===== config.mk =====
export PLATFORM = sky130hd
export DESIGN_NAME = tx_meta_tracker
export DESIGN_NICKNAME = d
export VERILOG_FILES = /design/src/rtl/roce_role_pkg.sv /design/src/rtl/tx_meta_watchdog.sv /design/src/rtl/tx_meta_tracker.sv
export SDC_FILE = /design/constraint.sdc
export NUM_CORES = 1
export LEC_CHECK = 0
export ABC_AREA = 1
export BUFFER_PORTS_ARGS = -buffer_cell sky130_fd_sc_hd__buf_2
export CAP_MARGIN = 10
export CORE_AREA = 4 4 273 275
export CTS_BUF_LIST = sky130_fd_sc_hd__clkbuf_8 sky130_fd_sc_hd__clkbuf_16
export DETAILED_ROUTE_END_ITERATION = 12
export DIE_AREA = 0 0 277 279
export GPL_ROUTABILITY_DRIVEN = 0
export PLACE_DENSITY = 0.37
export SYNTH_ARGS = -nofsm -noshare
export SYNTH_HDL_FRONTEND = slang
export SYNTH_SLANG_ARGS = --single-unit

===== constraint.sdc =====
create_clock -name ap_clk -period 3.3 [get_ports ap_clk]
set_input_delay 0.165 -clock ap_clk [delete_from_list [all_inputs] [get_ports ap_clk]]
set_output_delay 0.165 -clock ap_clk [all_outputs]
set_load 0.01 [all_outputs]

===== src/rtl/roce_role_pkg.sv =====
// Shared definitions for the tx_meta tracker: FSM state encoding, status-code
// field location and a saturating counter helper.
package roce_role_pkg;

  typedef enum logic [1:0] {
    ST_IDLE  = 2'd0,
    ST_RUN   = 2'd1,
    ST_DRAIN = 2'd2,
    ST_DONE  = 2'd3
  } tx_state_e;

  localparam int         STATUS_CODE_LSB = 0;
  localparam int         STATUS_CODE_MSB = 7;
  localparam logic [7:0] STATUS_CODE_OK  = 8'd0;

  function automatic logic [31:0] sat_inc32(input logic [31:0] v);
    return (v == 32'hFFFF_FFFF) ? v : v + 32'd1;
  endfunction

endpackage


===== src/rtl/tx_meta_watchdog.sv =====
// Stall watchdog: counts cycles with metas pending and no status returning,
// and flags expiry once the count reaches TIMEOUT_CYCLES.
module tx_meta_watchdog #(
  parameter int unsigned TIMEOUT_CYCLES = 250000000
) (
  input  logic clk,
  input  logic rst_n,
  input  logic active,
  input  logic pending,
  input  logic stat_fire,
  output logic expired
);

  logic [31:0] cnt_q, cnt_d;

  always_comb begin
    cnt_d = cnt_q;
    if (!active || !pending || stat_fire) begin
      cnt_d = '0;
    end else if (cnt_q != 32'hFFFF_FFFF) begin
      cnt_d = cnt_q + 32'd1;
    end
  end

  always_ff @(posedge clk or negedge rst_n) begin
    if (!rst_n) cnt_q <= '0;
    else        cnt_q <= cnt_d;
  end

  assign expired = active && (cnt_q >= TIMEOUT_CYCLES);

endmodule


===== src/rtl/tx_meta_tracker.sv =====
// Tracks tx_meta handshakes against returned status words for one run.
// Optional stall watchdog enabled by defining TX_META_TRACKER_TIMEOUT_EN.
module tx_meta_tracker
  import roce_role_pkg::*;
#(
  parameter int          C_S_AXIS_TX_STATUS_TDATA_WIDTH = 512,
  parameter int          OUTST_W                        = 8,
  parameter int unsigned TIMEOUT_CYCLES                 = 250000000
) (
  input  logic                                      ap_clk,
  input  logic                                      ap_rst_n,
  input  logic                                      start,
  input  logic [31:0]                               expected_metas,
  input  logic [OUTST_W-1:0]                        max_outstanding,
  input  logic                                      meta_tvalid,
  input  logic                                      meta_tready,
  input  logic                                      s_axis_tx_status_tvalid,
  output logic                                      s_axis_tx_status_tready,
  input  logic [C_S_AXIS_TX_STATUS_TDATA_WIDTH-1:0] s_axis_tx_status_tdata,
  output logic                                      throttle,
  output logic                                      busy,
  output logic                                      done,
  output logic [31:0]                               meta_count,
  output logic [31:0]                               ok_count,
  output logic [31:0]                               err_count,
  output logic [31:0]                               elapsed_cycles,
  output logic [OUTST_W-1:0]                        outstanding,
  output logic                                      timeout_flag,
  output tx_state_e                                 dbg_state
);

  // Handshakes: a beat transfers on a cycle where valid and ready are both high.
  tx_state_e          state_q, state_d;
  logic               start_q, tready_q;
  logic [31:0]        exp_q, exp_d, meta_q, meta_d, ok_q, ok_d, err_q, err_d;
  logic [31:0]        elapsed_q, elapsed_d;
  logic [OUTST_W-1:0] out_q, out_d;
  logic               start_rise, meta_fire, stat_fire, run_clear, wd_expired;
  logic [7:0]         code;
  logic               unused_tdata;

  assign start_rise   = start & ~start_q;
  assign meta_fire    = meta_tvalid & meta_tready;
  assign stat_fire    = s_axis_tx_status_tvalid & tready_q;
  assign code         = s_axis_tx_status_tdata[STATUS_CODE_MSB:STATUS_CODE_LSB];
  assign unused_tdata = ^s_axis_tx_status_tdata[C_S_AXIS_TX_STATUS_TDATA_WIDTH-1:STATUS_CODE_MSB+1];
  assign run_clear    = (state_q == ST_IDLE) && start_rise;

`ifdef TX_META_TRACKER_TIMEOUT_EN
  logic timeout_q, timeout_d;

  tx_meta_watchdog #(.TIMEOUT_CYCLES(TIMEOUT_CYCLES)) u_watchdog (
    .clk       (ap_clk),
    .rst_n     (ap_rst_n),
    .active    (busy),
    .pending   (out_q != '0),
    .stat_fire (stat_fire),
    .expired   (wd_expired)
  );

  always_comb begin
    timeout_d = timeout_q;
    if (run_clear)       timeout_d = 1'b0;
    else if (wd_expired) timeout_d = 1'b1;
  end

  always_ff @(posedge ap_clk or negedge ap_rst_n) begin
    if (!ap_rst_n) timeout_q <= 1'b0;
    else           timeout_q <= timeout_d;
  end

  assign timeout_flag = timeout_q;
`else
  localparam int unsigned UNUSED_TIMEOUT_CYCLES = TIMEOUT_CYCLES;
  assign wd_expired   = 1'b0;
  assign timeout_flag = 1'b0;
`endif

  always_ff @(posedge ap_clk or negedge ap_rst_n) begin
    if (!ap_rst_n) state_q <= ST_IDLE;
    else           state_q <= state_d;
  end

  always_comb begin
    state_d = state_q;
    unique case (state_q)
      ST_IDLE:  if (start_rise) state_d = (expected_metas == 32'd0) ? ST_DRAIN : ST_RUN;
      ST_RUN:   if (meta_q >= exp_q) state_d = ST_DRAIN;
      ST_DRAIN: if (out_q == '0) state_d = ST_DONE;
      ST_DONE:  state_d = ST_IDLE;
      default:  state_d = ST_IDLE;
    endcase
    if (wd_expired) state_d = ST_DONE;
  end

  always_comb begin
    busy      = (state_q == ST_RUN) || (state_q == ST_DRAIN);
    done      = (state_q == ST_DONE);
    throttle  = busy && (out_q >= max_outstanding);
    dbg_state = state_q;
  end

  // Statistics only move while a run is in progress; a stray status with
  // nothing outstanding is an error and cannot drive outstanding negative.
  always_comb begin
    exp_d     = exp_q;
    meta_d    = meta_q;
    ok_d      = ok_q;
    err_d     = err_q;
    elapsed_d = elapsed_q;
    out_d     = out_q;
    if (run_clear) begin
      exp_d     = expected_metas;
      meta_d    = '0;
      ok_d      = '0;
      err_d     = '0;
      elapsed_d = '0;
      out_d     = '0;
    end else if (busy) begin
      elapsed_d = sat_inc32(elapsed_q);
      if (meta_fire && (state_q == ST_RUN)) meta_d = sat_inc32(meta_q);
      if (meta_fire && !stat_fire) begin
        if (out_q != '1) out_d = out_q + {{(OUTST_W-1){1'b0}}, 1'b1};
      end else if (stat_fire && !meta_fire && (out_q != '0)) begin
        out_d = out_q - {{(OUTST_W-1){1'b0}}, 1'b1};
      end
      if (stat_fire) begin
        if (!meta_fire && (out_q == '0)) err_d = sat_inc32(err_q);
        else if (code == STATUS_CODE_OK) ok_d  = sat_inc32(ok_q);
        else                             err_d = sat_inc32(err_q);
      end
    end
  end

  always_ff @(posedge ap_clk or negedge ap_rst_n) begin
    if (!ap_rst_n) begin
      start_q   <= 1'b0;
      tready_q  <= 1'b0;
      exp_q     <= '0;
      meta_q    <= '0;
      ok_q      <= '0;
      err_q     <= '0;
      elapsed_q <= '0;
      out_q     <= '0;
    end else begin
      start_q   <= start;
      tready_q  <= 1'b1;
      exp_q     <= exp_d;
      meta_q    <= meta_d;
      ok_q      <= ok_d;
      err_q     <= err_d;
      elapsed_q <= elapsed_d;
      out_q     <= out_d;
    end
  end

  assign s_axis_tx_status_tready = tready_q;
  assign meta_count              = meta_q;
  assign ok_count                = ok_q;
  assign err_count               = err_q;
  assign elapsed_cycles          = elapsed_q;
  assign outstanding             = out_q;

endmodule


Word-level counts from Yosys, hierarchy flattened
Cells that the tools add are included.
{"block": "word_totals", "output_inout_bits": 143, "register_bits": 172}
{"block": "op_classes", "reduce_logical": 26, "n_addsub": 6, "n_eq_ne": 17, "n_lt_le_gt_ge": 2, "bitwise": 4, "mux": 29}
{"cell": "$mux 32", "n": 19}
{"cell": "$add 32x1->32 const B", "n": 4}
{"cell": "$eq 32x32->1 const B", "n": 4}
{"cell": "$mux 8", "n": 5}
{"cell": "$ge 32x32->1", "n": 1}
{"cell": "$logic_not 32->1", "n": 1}
{"cell": "$logic_not 8->1", "n": 2}
{"cell": "$ne 2x2->1 const B", "n": 7}
{"cell": "$reduce_and 3->1", "n": 4}
{"cell": "$add 8x1->8 const B", "n": 1}
{"cell": "$ge 8x8->1", "n": 1}
{"cell": "$mux 2", "n": 4}
{"cell": "$ne 8x8->1 const B", "n": 1}
{"cell": "$pmux 2 s4", "n": 1}
{"cell": "$reduce_bool 2->1", "n": 4}
{"cell": "$reduce_bool 8->1", "n": 1}
{"cell": "$sub 8x1->8 const B", "n": 1}
{"cell": "$logic_and 1x1->1", "n": 7}
{"cell": "$reduce_and 5->1", "n": 1}
{"cell": "$eq 2x2->1 const B", "n": 2}
{"cell": "$and 1x1->1", "n": 3}
{"cell": "$ne 3x2->1 const B", "n": 1}
{"cell": "$ne 3x3->1 const B", "n": 1}
{"cell": "$reduce_bool 3->1", "n": 1}
{"cell": "other kinds (6)", "n": 7}

Longest topological paths before layout
Gate-level depths: netlist of run 1.
{"block": "logic_depth", "word_depth": 8, "mapped_depth": 15}

Worst setup path after synthesis of run 1
Ideal clock, no wire load.
{"block": "synth_timing", "kind": "reg-to-reg", "from": "reg tready_q, in the netlist s_axis_tx_status_tready", "to": "reg out_q[7], in the netlist outstanding[7]", "t_arrival_ns": 1.722, "path_stages_with_launch": 10, "setup_time_ns": 0.131, "slack_ns": 1.447, "path_cell_list": "dfrtp_1 nand2_1 nand3_1 ha_1 nand3_1 nand3_1 nand4_1 a21o_1 nand2_1 o21ai_0"}
{"block": "synth_via", "elab_chain_len": 6, "elab_cells_between_ends": 11, "classes_between": "eq/ne (1); mux (3); bitwise (1); reduce/logical (6)"}
{"element": "start: declaration", "line": "tx_meta_tracker.sv:34", "text": "logic start_q, tready_q;"}
{"element": "start signal: assignment", "line": "tx_meta_tracker.sv:138", "text": "tready_q <= 1'b0;"}
{"element": "start signal: assignment", "line": "tx_meta_tracker.sv:147", "text": "tready_q <= 1'b1;"}
{"element": "$and 1x1->1 *", "line": "tx_meta_tracker.sv:44", "text": "assign stat_fire = s_axis_tx_status_tvalid & tready_q;"}
{"element": "$logic_not 1->1", "line": "tx_meta_tracker.sv:122", "text": "if (meta_fire && !stat_fire) begin"}
{"element": "$logic_and 1x1->1", "line": "tx_meta_tracker.sv:122"}
{"element": "$mux 8", "line": "tx_meta_tracker.sv:122"}
{"element": "$mux 8", "line": "tx_meta_tracker.sv:119", "text": "end else if (busy) begin"}
{"element": "$mux 8", "line": "tx_meta_tracker.sv:112", "text": "if (run_clear) begin"}
{"element": "end signal: assignment", "line": "tx_meta_tracker.sv:153", "text": "out_q <= out_d;"}
{"element": "end: declaration", "line": "tx_meta_tracker.sv:37", "text": "logic [OUTST_W-1:0] out_q, out_d;"}
Mark *: on every way between the ends. The rest lies on a longest branch, timed or not. The select of a mux whose other input is x is not followed.
A chain may end at the register's enable or synchronous reset.

Worst setup path in the final report of run 1
{"block": "layout_timing", "from": "reg elapsed_q[0], in the netlist elapsed_cycles[0]", "to": "reg elapsed_q[24], in the netlist elapsed_cycles[24]"}
{"block": "layout_via", "elab_chain_len": 4, "elab_cells_between_ends": 7, "classes_between": "add/sub (1); eq/ne (2); mux (3); reduce/logical (1)"}
{"element": "start: declaration", "line": "tx_meta_tracker.sv:36", "text": "logic [31:0] elapsed_q, elapsed_d;"}
{"element": "start signal: assignment", "line": "tx_meta_tracker.sv:152", "text": "elapsed_q <= elapsed_d;"}
{"element": "$add 32x1->32", "line": "roce_role_pkg.sv:17", "text": "return (v == 32'hFFFF_FFFF) ? v : v + 32'd1;"}
{"element": "$mux 32", "line": "roce_role_pkg.sv:17"}
{"element": "$mux 32", "line": "tx_meta_tracker.sv:119"}
{"element": "$mux 32", "line": "tx_meta_tracker.sv:112"}
Parallel ways exist; a longest one is shown, timed or not. The select of a mux whose other input is x is not followed.

==> run metrics, run 1 <==
Setup Viol. Count Final 0; first-pass GRT wire length 69.6 mm; worst setup margin 0.820 ns; Yosys top cell by area dfrtp_1; adder-cell share of the synthesized area 5.87%; I/O pin cnt 701; Min Hold Slack 0.241 ns; PortBufs 195; Starting Density 16.7%; skew final 0.0155 ns; CTS Buf Count 17; minimum clock period 2.48 ns; part of the power in combinational logic 37.3%; WS Path Type flop to flop; Startpoint Class flop; Placed Instance Area 14,200 µm²; Max Cap Viol 0; Core ar. 72,300 µm²; maximum clock frequency 0.403 GHz; post-synthesis mux area share 0%; Final Hold Fails 0; gr usage total 11.4%; Yosys top cell area share 35.7%; Synth async-reset ratio 100%; Tot Pwr 8.39 mW; xor and xnor area share after synthesis 3.34%; Slew @ Worst Pin 0.564 ns; Internal Pwr Total 4.75 mW; outcome complete, no violations; maximum VDD drop 0.000265 V; vias in the first global route 11,900; Slew headroom 62.1%; Critical Path, Cell by Cell ha_1 > inv_2 > nor3_4 > nand2_1 > nor2_1 > nand3_1 > nand2_2 > buf_12 > o21ai_0; # DRC 0; Cell Rows 99; sw power 3.64 mW; Finished Core Util 20.9%; CP Data Required Time 3.67 ns; Synth Area in Compound Gates 9.60%; Critical Path AT 2.85 ns; CP max stage delay 0.46 ns; # clock sinks 172; antenna cells 0; net switching fraction of the power 43.4%; combinational family with the most area after synthesis simple AND/OR/NAND/NOR gates; crit end category flop; clock root buffer clkbuf_16; Final period util 75.2%; LEAKAGE 6.95 nW; die width 277 µm; Layout area overhead 25.1%; fin nets 2,623; most common cell in the netlist nand2_1; Routed WL 44.2 mm; CP max FO 34; top cells by count, synth 550 x nand2_1, 223 x nor2_1, 197 x inv_1; GRT Residual Overflow 0; cts hold-fix bufs 34; Hold WC Path Type primary input to async pin; Post-Place Worst Slack 0.772 ns; TNS Setup 0 ns; initial drt markers 765; Cell Count Post-Placement 2,915; FF+latch count, synth 172; Clock power frac 26.2%; average via count per standard cell 4.06; initial antenna violation count 2; vias 12,100; Yosys warning total 0; Mapped Nets 2,408; cell with the largest stage delay on the worst path dfrtp_1; worst skew pair latency 0.50 ns; first-pass detailed-route iteration total 5; share of cells above drive strength 1 13.5%; Most used DFF post-synth dfrtp_1; die extent in y 279 µm; post-route insts no fill 2,981; CTS tree done; number of routed nets with antenna violations 0; Clk pin slew, worst setup/hold paths 0.08 ns; Finished Cell Area 15,100 µm²; Die ar. 77,300 µm²; Power Dens Cells 556 nW/µm²; Setup Buffers After CTS 0; Syn Inst Count 1,794; HPWL after detailed placement 33.3 mm; WL/cell 14.8 µm; post-cts resize count 0; EDFF count, synth 0; CTS max path bufs 2; largest net degree at the start of global routing 92; RSZ-0062 raised after global routing no; top post-synthesis cells by area dfrtp_1 36%, nand2_1 17%, nor2_1 6.9%; Seq pwr share 36.6%; post-synthesis sequential area ratio 35.7%; Distinct cells, synth 41; Mapped Avg Cell Area 6.73 µm²; pins over their slew limit 0; cell area after synthesis 12,100 µm²; H-tree Lvls 4; Simple-Gate Fraction of Synth Area 37.1%
layout by cell type (no fill, tap or decap), types with 40 or more instances in the layout:
cell type / Yosys / final
nand2_1: 550 / 550
nor3_1: 44 / 44
o21ai_1: 62 / 62
nand3_1: 162 / 162
inv_1: 197 / 196
dfrtp_1: 172 / 172
ha_1: 55 / 55
o21ai_0: 102 / 102
buf_2: 14 / 194
xor2_1: 44 / 44
nand4_1: 40 / 40
nor2_1: 223 / 223
critical path: cells and delay by family (launching register included):
family / cells / cell delay [ns]
AOI/OAI and AO/OA: 1 / 0.11
adders and majority gates: 1 / 0.32
buffers and inverters: 2 / 0.34
DFF: 1 / 0.46
and+or+nand+nor: 5 / 1.10
power groups by stage:
stage | clock, mW | combinational (mW) | sequential, mW
5_1_grt | 2.40 | 3.62 | 3.15
4_1_cts | 2.33 | 3.20 | 3.08
3_5_place_dp | 0 | 3.15 | 3.12
3_3_place_gp | 0 | 3.12 | 3.11
6_report | 2.20 | 3.13 | 3.07
2_1_floorplan | 0 | 2.07 | 3.05
flip-flops by register name, indices dropped and copies added, names as in the netlist, 2 cells and up:
| register | cells |
|---|---|
| outstanding | 8 |
| err_count | 32 |
| dbg_state | 2 |
| ok_count | 32 |
| elapsed_cycles | 32 |
| exp_q | 32 |
| meta_count | 32 |
path summary, 6_finish.rpt:
check / depth (start not counted) / start / end / slack (ns)
max: 9 / elapsed_cycles[0]$_DFFE_PN0P_ / elapsed_cycles[24]$_DFFE_PN0P_ / 0.82
min: 2 / ap_rst_n / elapsed_cycles[1]$_DFFE_PN0P_ / 0.24
max reg2reg: 9 / elapsed_cycles[0]$_DFFE_PN0P_ / elapsed_cycles[24]$_DFFE_PN0P_ / 0.82
min reg2reg: 2 / exp_q[18]$_DFFE_PN0P_ / exp_q[18]$_DFFE_PN0P_ / 0.49
max in group asynchronous: 3 / ap_rst_n / exp_q[4]$_DFFE_PN0P_ / 2.12
min in group ap_clk: 4 / expected_metas[10] / exp_q[10]$_DFFE_PN0P_ / 0.43
cell type report:
type                            instances  area (µm²)
Timing Repair Buffer                  243        1480
Clock inverter                         14         163
Sequential cell                       172        4300
Multi-Input combinational cell       1376        6760
Tap cell                              959        1200
Inverter                              199         747
Clock buffer                           18         439
Fill cell                            8293       57200
logic make-up after synthesis:
family / count (synthesis)
other: 2
buffers and inverters: 246
adders and majority gates: 56
and+or+nand+nor: 1056
DFF: 172
xor gates and xnor gates: 46
AOI/OAI and AO/OA: 216
layer usage:
layer  track usage (%)  part of all wire [%]  up-vias
li1                  -                     -     6208
met4              3.88                   1.9        2
met3              2.29                   3.9       38
met2              18.8                    47      221
met1              15.0                    47     5640
met5                 0                 0.025        -
(Power assumes the default switching activity.)
==> run 2: changes to the inputs <==
--- a/config.mk
+++ b/config.mk
@@ -8,12 +8,12 @@
 export ABC_AREA = 1
 export BUFFER_PORTS_ARGS = -buffer_cell sky130_fd_sc_hd__buf_2
 export CAP_MARGIN = 10
-export CORE_AREA = 4 4 273 275
+export CORE_AREA = 4 4 268 270
 export CTS_BUF_LIST = sky130_fd_sc_hd__clkbuf_8 sky130_fd_sc_hd__clkbuf_16
 export DETAILED_ROUTE_END_ITERATION = 12
-export DIE_AREA = 0 0 277 279
+export DIE_AREA = 0 0 272 274
 export GPL_ROUTABILITY_DRIVEN = 0
-export PLACE_DENSITY = 0.37
+export PLACE_DENSITY = 0.38
 export SYNTH_ARGS = -nofsm -noshare
 export SYNTH_HDL_FRONTEND = slang
 export SYNTH_SLANG_ARGS = --single-unit
==> constraint.sdc (replaced) <==
create_clock -name ap_clk -period 2.4 [get_ports ap_clk]
set_input_delay 0.12 -clock ap_clk [delete_from_list [all_inputs] [get_ports ap_clk]]
set_output_delay 0.12 -clock ap_clk [all_outputs]
set_load 0.01 [all_outputs]
==> run 2 against run 1 <==
  * Global-route usage increased by 0.69 points
  * Hold slack got worse by 0.027 ns
  * Clock power rose by 35%
  * Critical endpoint is now throttle
  * Largest cell class unchanged
  * Largest power group unchanged
==> run metrics, run 2 (synthesis gave the netlist of run 1 again) <==
outcome complete, no violations; clock root buffer clkbuf_16; Setup Buffers After CTS 0 (unchanged); pins over their slew limit 0 (unchanged); Die ar. 74,500 µm² (-3.6%); LEAKAGE 7.22 nW (+3.9%); initial drt markers 797 (+4.2%); commonest cells after routing, fill and taps aside 550 x nand2_1, 223 x nor2_1, 197 x inv_1, 193 x buf_2, 168 x dfrtp_1; Setup crit start outstanding[3]$_DFFE_PN0P_; R2R Path End elapsed_cycles[30]$_DFFE_PN0P_; die width 272 µm (-1.8%); PortBufs 195 (unchanged); maximum clock frequency 0.453 GHz; largest net degree at the start of global routing 65 (-29%); initial antenna violation count 1 (-1); RR Startpoint elapsed_cycles[1]$_DFFE_PN0P_; Layout area overhead 28.5%; CTS Buf Count 17 (unchanged); die extent in y 274 µm (-1.8%); highest layer used for signal routing met4; Cell Rows 97 (-2.0%); Slew headroom 55.4% (-6.7 points); Critical Path AT 2.09 ns (-0.76 ns); Hold WC Path Type primary input to async pin; # fillers 7,811 (-5.8%); routed wl met2 21.8 mm (+4.7%); Clk pin slew, worst setup/hold paths 0.07 ns (about the same); first-pass GRT wire length 70.3 mm (+0.91%); routed length on met3 1.82 mm (+6.2%); Max Cap Viol 0 (unchanged); Finished Cell Area 15,500 µm² (+2.7%); first-pass detailed-route iteration total 6 (+1); WS Path Type flop to primary output; Finished Core Util 22.3% (+1.4 points); Startpoint Class flop; leading cell type in the layout, fill and taps excluded nand2_1; vias 12,300 (+1.6%); Final Hold Fails 0 (unchanged); fin nets 2,675 (+2.0%); I/O pin cnt 701 (unchanged); Core ar. 69,500 µm² (-3.9%); HPWL after detailed placement 34.9 mm (+4.7%); worst skew pair latency 0.50 ns (about the same); CP max FO 6 (-82%); WL met1 20.5 mm (-1.6%); post-route insts no fill 3,015 (+1.1%); minimum clock period 2.21 ns; Worst R2R Setup Slack 0.29 ns (-0.53 ns); FF/Latch Area 4310 µm² (+0.12%); RSZ-0062 raised after global routing no; skew final 0.0193 ns (+0.00385 ns); Placed Instance Area 14,600 µm² (+2.9%); R2R depth 9 (unchanged); CP Data Required Time 2.28 ns (-1.39 ns); average via count per standard cell 4.08 (+0.45%); Power Dens Cells 754 nW/µm² (+36%); Setup Viol. Count Final 0 (unchanged); Slew @ Worst Pin 0.663 ns (+0.0997 ns); # DRC 0 (unchanged); area of the multi-input gates 6770 µm² (about the same); CTS max path bufs 2 (unchanged); GRT Residual Overflow 0 (unchanged); H-tree Lvls 4 (unchanged); Starting Density 17.4% (+0.67 points); crit end category primary output; share of cells above drive strength 1 15.8% (+2.4 points); Final period util 92.0%; gr usage total 12.1% (+0.69 points); vias in the first global route 12,000 (+1.3%); # clock sinks 172 (unchanged); Routed WL 45.0 mm (+1.7%); crit path to throttle; Cell Count Post-Placement 2,948 (+1.1%); TNS Setup 0 ns (unchanged); CTS tree done; WL/cell 14.9 µm (+0.54%); number of routed nets with antenna violations 0 (unchanged); maximum VDD drop 0.000385 V (+45%)
[run 2: per-stage QoR]
step | setup slack (ns) | power [mW] | hold WS (ns)
2_1_floorplan | 0.547 | 7.04 | -0.176
3_3_place_gp | 0.255 | 8.81 | 0.201
3_5_place_dp | 0.231 | 8.86 | 0.204
4_1_cts | 0.0587 | 12.0 | 0.204
5_1_grt | 0.00851 | 12.8 | 0.229
6_report | 0.192 | 11.7 | 0.214
[run 2: layer usage]
metal / track usage (%) / vias to the layer above
met5: 0 / -
met4: 3.60 / 0
met1: 15.2 / 5722
met2: 20.8 / 215
li1: - / 6318
met3: 2.77 / 47
[run 2: worst max-delay path: stages (launching register included)]
cell       delay [ns]
dfrtp_2          0.46
ha_1             0.32
nand2_1          0.07
o21ai_0          0.19
nand2_1          0.08
o2111ai_1        0.14
nand2_1          0.09
inv_1            0.06
clkbuf_4         0.18
[run 2: repair_timing]
item                                    4_1_cts  5_1_grt
hold buffers                                 34        0
resized for setup                             0        6
endpoints found under the setup margin        0        3
endpoints found under the hold margin        92        0
[run 2: worst min-delay path by stage]
stage | start | endpoint | slack, ns
2_1_floorplan | ap_rst_n | dbg_state[0]$_DFFE_PN0P_ | -0.18
3_3_place_gp | ap_rst_n | elapsed_cycles[1]$_DFFE_PN0P_ | 0.20
3_5_place_dp | ap_rst_n | elapsed_cycles[0]$_DFFE_PN0P_ | 0.20
4_1_cts | ap_rst_n | elapsed_cycles[23]$_DFFE_PN0P_ | 0.20
5_1_grt | ap_rst_n | elapsed_cycles[0]$_DFFE_PN0P_ | 0.23
6_report | ap_rst_n | elapsed_cycles[0]$_DFFE_PN0P_ | 0.21
[run 2: area by class of cell]
type                            instances  area share (%)
Sequential cell                       172            27.8
Multi-Input combinational cell       1376            43.7
Clock buffer                           19            2.92
Timing Repair Buffer                  295            12.4
Clock inverter                         13           0.823
Inverter                              199            4.82
Tap cell                              940            7.58
Antenna cell                            1          0.0161
[run 2: power by group]
part / switching [mW] / internal (mW) / leakage (nW)
registers: 0.611 / 3.52 / 2.31
logic: 2.92 / 1.69 / 4.62
clock network: 1.45 / 1.51 / 0.289
==> run 3: changes to the inputs <==
--- a/config.mk
+++ b/config.mk
@@ -8,12 +8,14 @@
 export ABC_AREA = 1
 export BUFFER_PORTS_ARGS = -buffer_cell sky130_fd_sc_hd__buf_2
 export CAP_MARGIN = 10
-export CORE_AREA = 4 4 268 270
+export CELL_PAD_IN_SITES_DETAIL_PLACEMENT = 0
+export CELL_PAD_IN_SITES_GLOBAL_PLACEMENT = 1
+export CORE_AREA = 4 4 267 269
 export CTS_BUF_LIST = sky130_fd_sc_hd__clkbuf_8 sky130_fd_sc_hd__clkbuf_16
 export DETAILED_ROUTE_END_ITERATION = 12
-export DIE_AREA = 0 0 272 274
+export DIE_AREA = 0 0 271 273
 export GPL_ROUTABILITY_DRIVEN = 0
-export PLACE_DENSITY = 0.38
+export PLACE_DENSITY = 0.52
 export SYNTH_ARGS = -nofsm -noshare
 export SYNTH_HDL_FRONTEND = slang
 export SYNTH_SLANG_ARGS = --single-unit
==> run 3 against run 2 <==
  * Power increased by 0.76%
  * Hold slack got worse by 0.055 ns
  * Global-route usage increased by 0.27 points
  * Sequential share of layout area decreased by 0.092 points
  * Combinational power increased by 2%
  * Sequential power about the same
  * Wire length increased by 0.71%
  * Count of clock-buffer cells in the layout decreased by 2
  * Design area increased by 0.27%
  * Flip-flop and latch count unchanged
  * Utilization increased by 0.37 points
  * First-iteration DRC count decreased by 13%
  * Largest power group unchanged
  * Highest routed layer is now met5
==> run metrics, run 3 (synthesis gave the netlist of run 1 again) <==
H-tree Lvls 4 (unchanged); post-route insts no fill 3,009 (-0.20%); maximum clock frequency 0.450 GHz (-0.62%); pins over their slew limit 0 (unchanged); Hold WC Path Type primary input to async pin; # clock sinks 172 (unchanged); Final period util 92.6% (+0.57 points); outcome complete, no violations; Die ar. 74,000 µm² (-0.73%); vias 12,300 (-0.16%); first-pass GRT wire length 71.8 mm (+2.1%); Power Dens Cells 758 nW/µm² (+0.48%); fin nets 2,679 (+0.15%); RSZ-0062 raised after global routing no; maximum VDD drop 0.000421 V (+9.4%); GRT Residual Overflow 0 (unchanged); largest net degree at the start of global routing 60 (-7.7%); CP max FO 8 (+2); die width 271 µm (-0.37%); CTS Buf Count 17 (unchanged); Max Cap Viol 0 (unchanged); I/O pin cnt 701 (unchanged); Seq pwr share 35.0% (-0.3 points); share of cells above drive strength 1 15.8% (+0.018 points); CTS max path bufs 2 (unchanged); Finished Core Util 22.7% (+0.37 points); RR Startpoint s_axis_tx_status_tready$_DFF_PN0_; Worst R2R Setup Slack 0.18 ns (-0.11 ns); clock root buffer clkbuf_16; Setup Buffers After CTS 0 (unchanged); first-pass detailed-route iteration total 5 (-1); Placed Instance Area 14,600 µm² (+0.39%); # fillers 7,771 (-0.51%); FF/Latch Area 4310 µm² (about the same); antenna cells 0 (-1); WS Path Type flop to flop; R2R Path End outstanding[7]$_DFFE_PN0P_; Clock power frac 25.3% (about the same); die extent in y 273 µm (-0.36%); Setup Viol. Count Final 0 (unchanged); Slew @ Worst Pin 0.573 ns (-0.0904 ns); CP Data Required Time 2.77 ns (+0.49 ns); Cell Count Post-Placement 2,943 (-0.17%); worst skew pair latency 0.51 ns (about the same); Final Hold Fails 0 (unchanged); Routed WL 45.3 mm (+0.71%); worst setup margin 0.178 ns (-0.0138 ns); Critical Path AT 2.60 ns (+0.51 ns); average via count per standard cell 4.08 (about the same); Slew headroom 61.5% (+6.1 points); Layout area overhead 28.9%; net switching fraction of the power 43.0% (+0.39 points); initial drt markers 692 (-13%); initial antenna violation count 1 (unchanged); skew final 0.0172 ns (-0.00215 ns); Core ar. 68,600 µm² (-1.4%); Post-Place Worst Slack 0.186 ns (-0.0448 ns); WL/cell 15.1 µm (+0.91%); # DRC 0 (unchanged); area of the multi-input gates 6760 µm² (about the same); part of the power in combinational logic 39.7% (+0.3 points); Cell Rows 96 (-1.0%); Internal Pwr Total 6.71 mW (about the same); gr usage total 12.4% (+0.27 points); vias in the first global route 12,300 (+1.9%); PortBufs 195 (unchanged); LEAKAGE 7.25 nW (+0.47%); CTS tree done; TNS Setup 0 ns (unchanged); HPWL after detailed placement 35.5 mm (+1.6%); minimum clock period 2.22 ns (+0.0138 ns); leading cell type in the layout, fill and taps excluded nand2_1; Finished Cell Area 15,500 µm² (+0.27%); crit end category flop; Clk pin slew, worst setup/hold paths 0.08 ns (about the same); sw power 5.07 mW (+1.7%); R2R depth 9 (unchanged); number of routed nets with antenna violations 0 (unchanged); Starting Density 17.6% (+0.24 points); commonest cells after routing, fill and taps aside 550 x nand2_1, 223 x nor2_1, 197 x inv_1, 194 x buf_2, 170 x dfrtp_1; Startpoint Class flop
-- run 3: worst max path at each step --
stage	startpoint	to	slack (ns)	depth (start not counted)
after global placement	s_axis_tx_status_tready$_DFF_PN0_	outstanding[5]$_DFFE_PN0P_	0.25	8
after global routing	outstanding[5]$_DFFE_PN0P_	throttle	0.001	8
after floorplan	s_axis_tx_status_tready$_DFF_PN0_	outstanding[7]$_DFFE_PN0P_	0.55	9
after detailed placement	s_axis_tx_status_tready$_DFF_PN0_	outstanding[7]$_DFFE_PN0P_	0.19	9
after CTS	outstanding[6]$_DFFE_PN0P_	throttle	0.06	8
final	s_axis_tx_status_tready$_DFF_PN0_	outstanding[7]$_DFFE_PN0P_	0.18	9
-- run 3: worst max-delay path, cell delays in order (launching register included) --
cell     delay [ns]
dfrtp_1        0.38
nand2_1        0.17
nand3_1        0.34
ha_1           0.51
nand3_1        0.10
nand3_1        0.15
nand4_1        0.13
a21o_1         0.20
nand2_1        0.05
o21ai_0        0.06
-- run 3: power by group through the flow --
stage / registers [mW] / logic (mW) / clock network (mW)
after global routing: 4.23 / 5.44 / 3.20
final: 4.12 / 4.68 / 2.98
after detailed placement: 4.18 / 4.77 / 0
after floorplan: 4.19 / 2.85 / 0
after global placement: 4.17 / 4.70 / 0
after CTS: 4.13 / 4.82 / 3.13
-- run 3: timing repair --
action | in CTS | in global routing
hold endpoints to repair | 89 | 0
hold buffers | 34 | 0
resized for setup | 0 | 2
setup endpoints to repair | 0 | 1
-- run 3: through the flow --
stage | hold WS [ns] | total power, mW
global placement | 0.155 | 8.87
CTS | 0.144 | 12.1
floorplan | -0.176 | 7.04
detailed placement | 0.156 | 8.95
global route | 0.187 | 12.9
finish | 0.159 | 11.8
-- run 3: cell type report --
class | count | area share (%)
Clock buffer | 17 | 2.74
Clock inverter | 15 | 0.990
Inverter | 199 | 4.80
Multi-Input combinational cell | 1376 | 43.5
Sequential cell | 172 | 27.7
Tap cell | 931 | 7.49
Timing Repair Buffer | 299 | 12.8
-- run 3: per-layer routing --
metal	routed length [µm]	vias to the layer above	global-route usage, %
met5	13	-	0
met4	795	2	3.63
met3	1850	47	2.91
met2	21600	193	20.8
met1	21000	5710	15.9
li1	-	6330	-
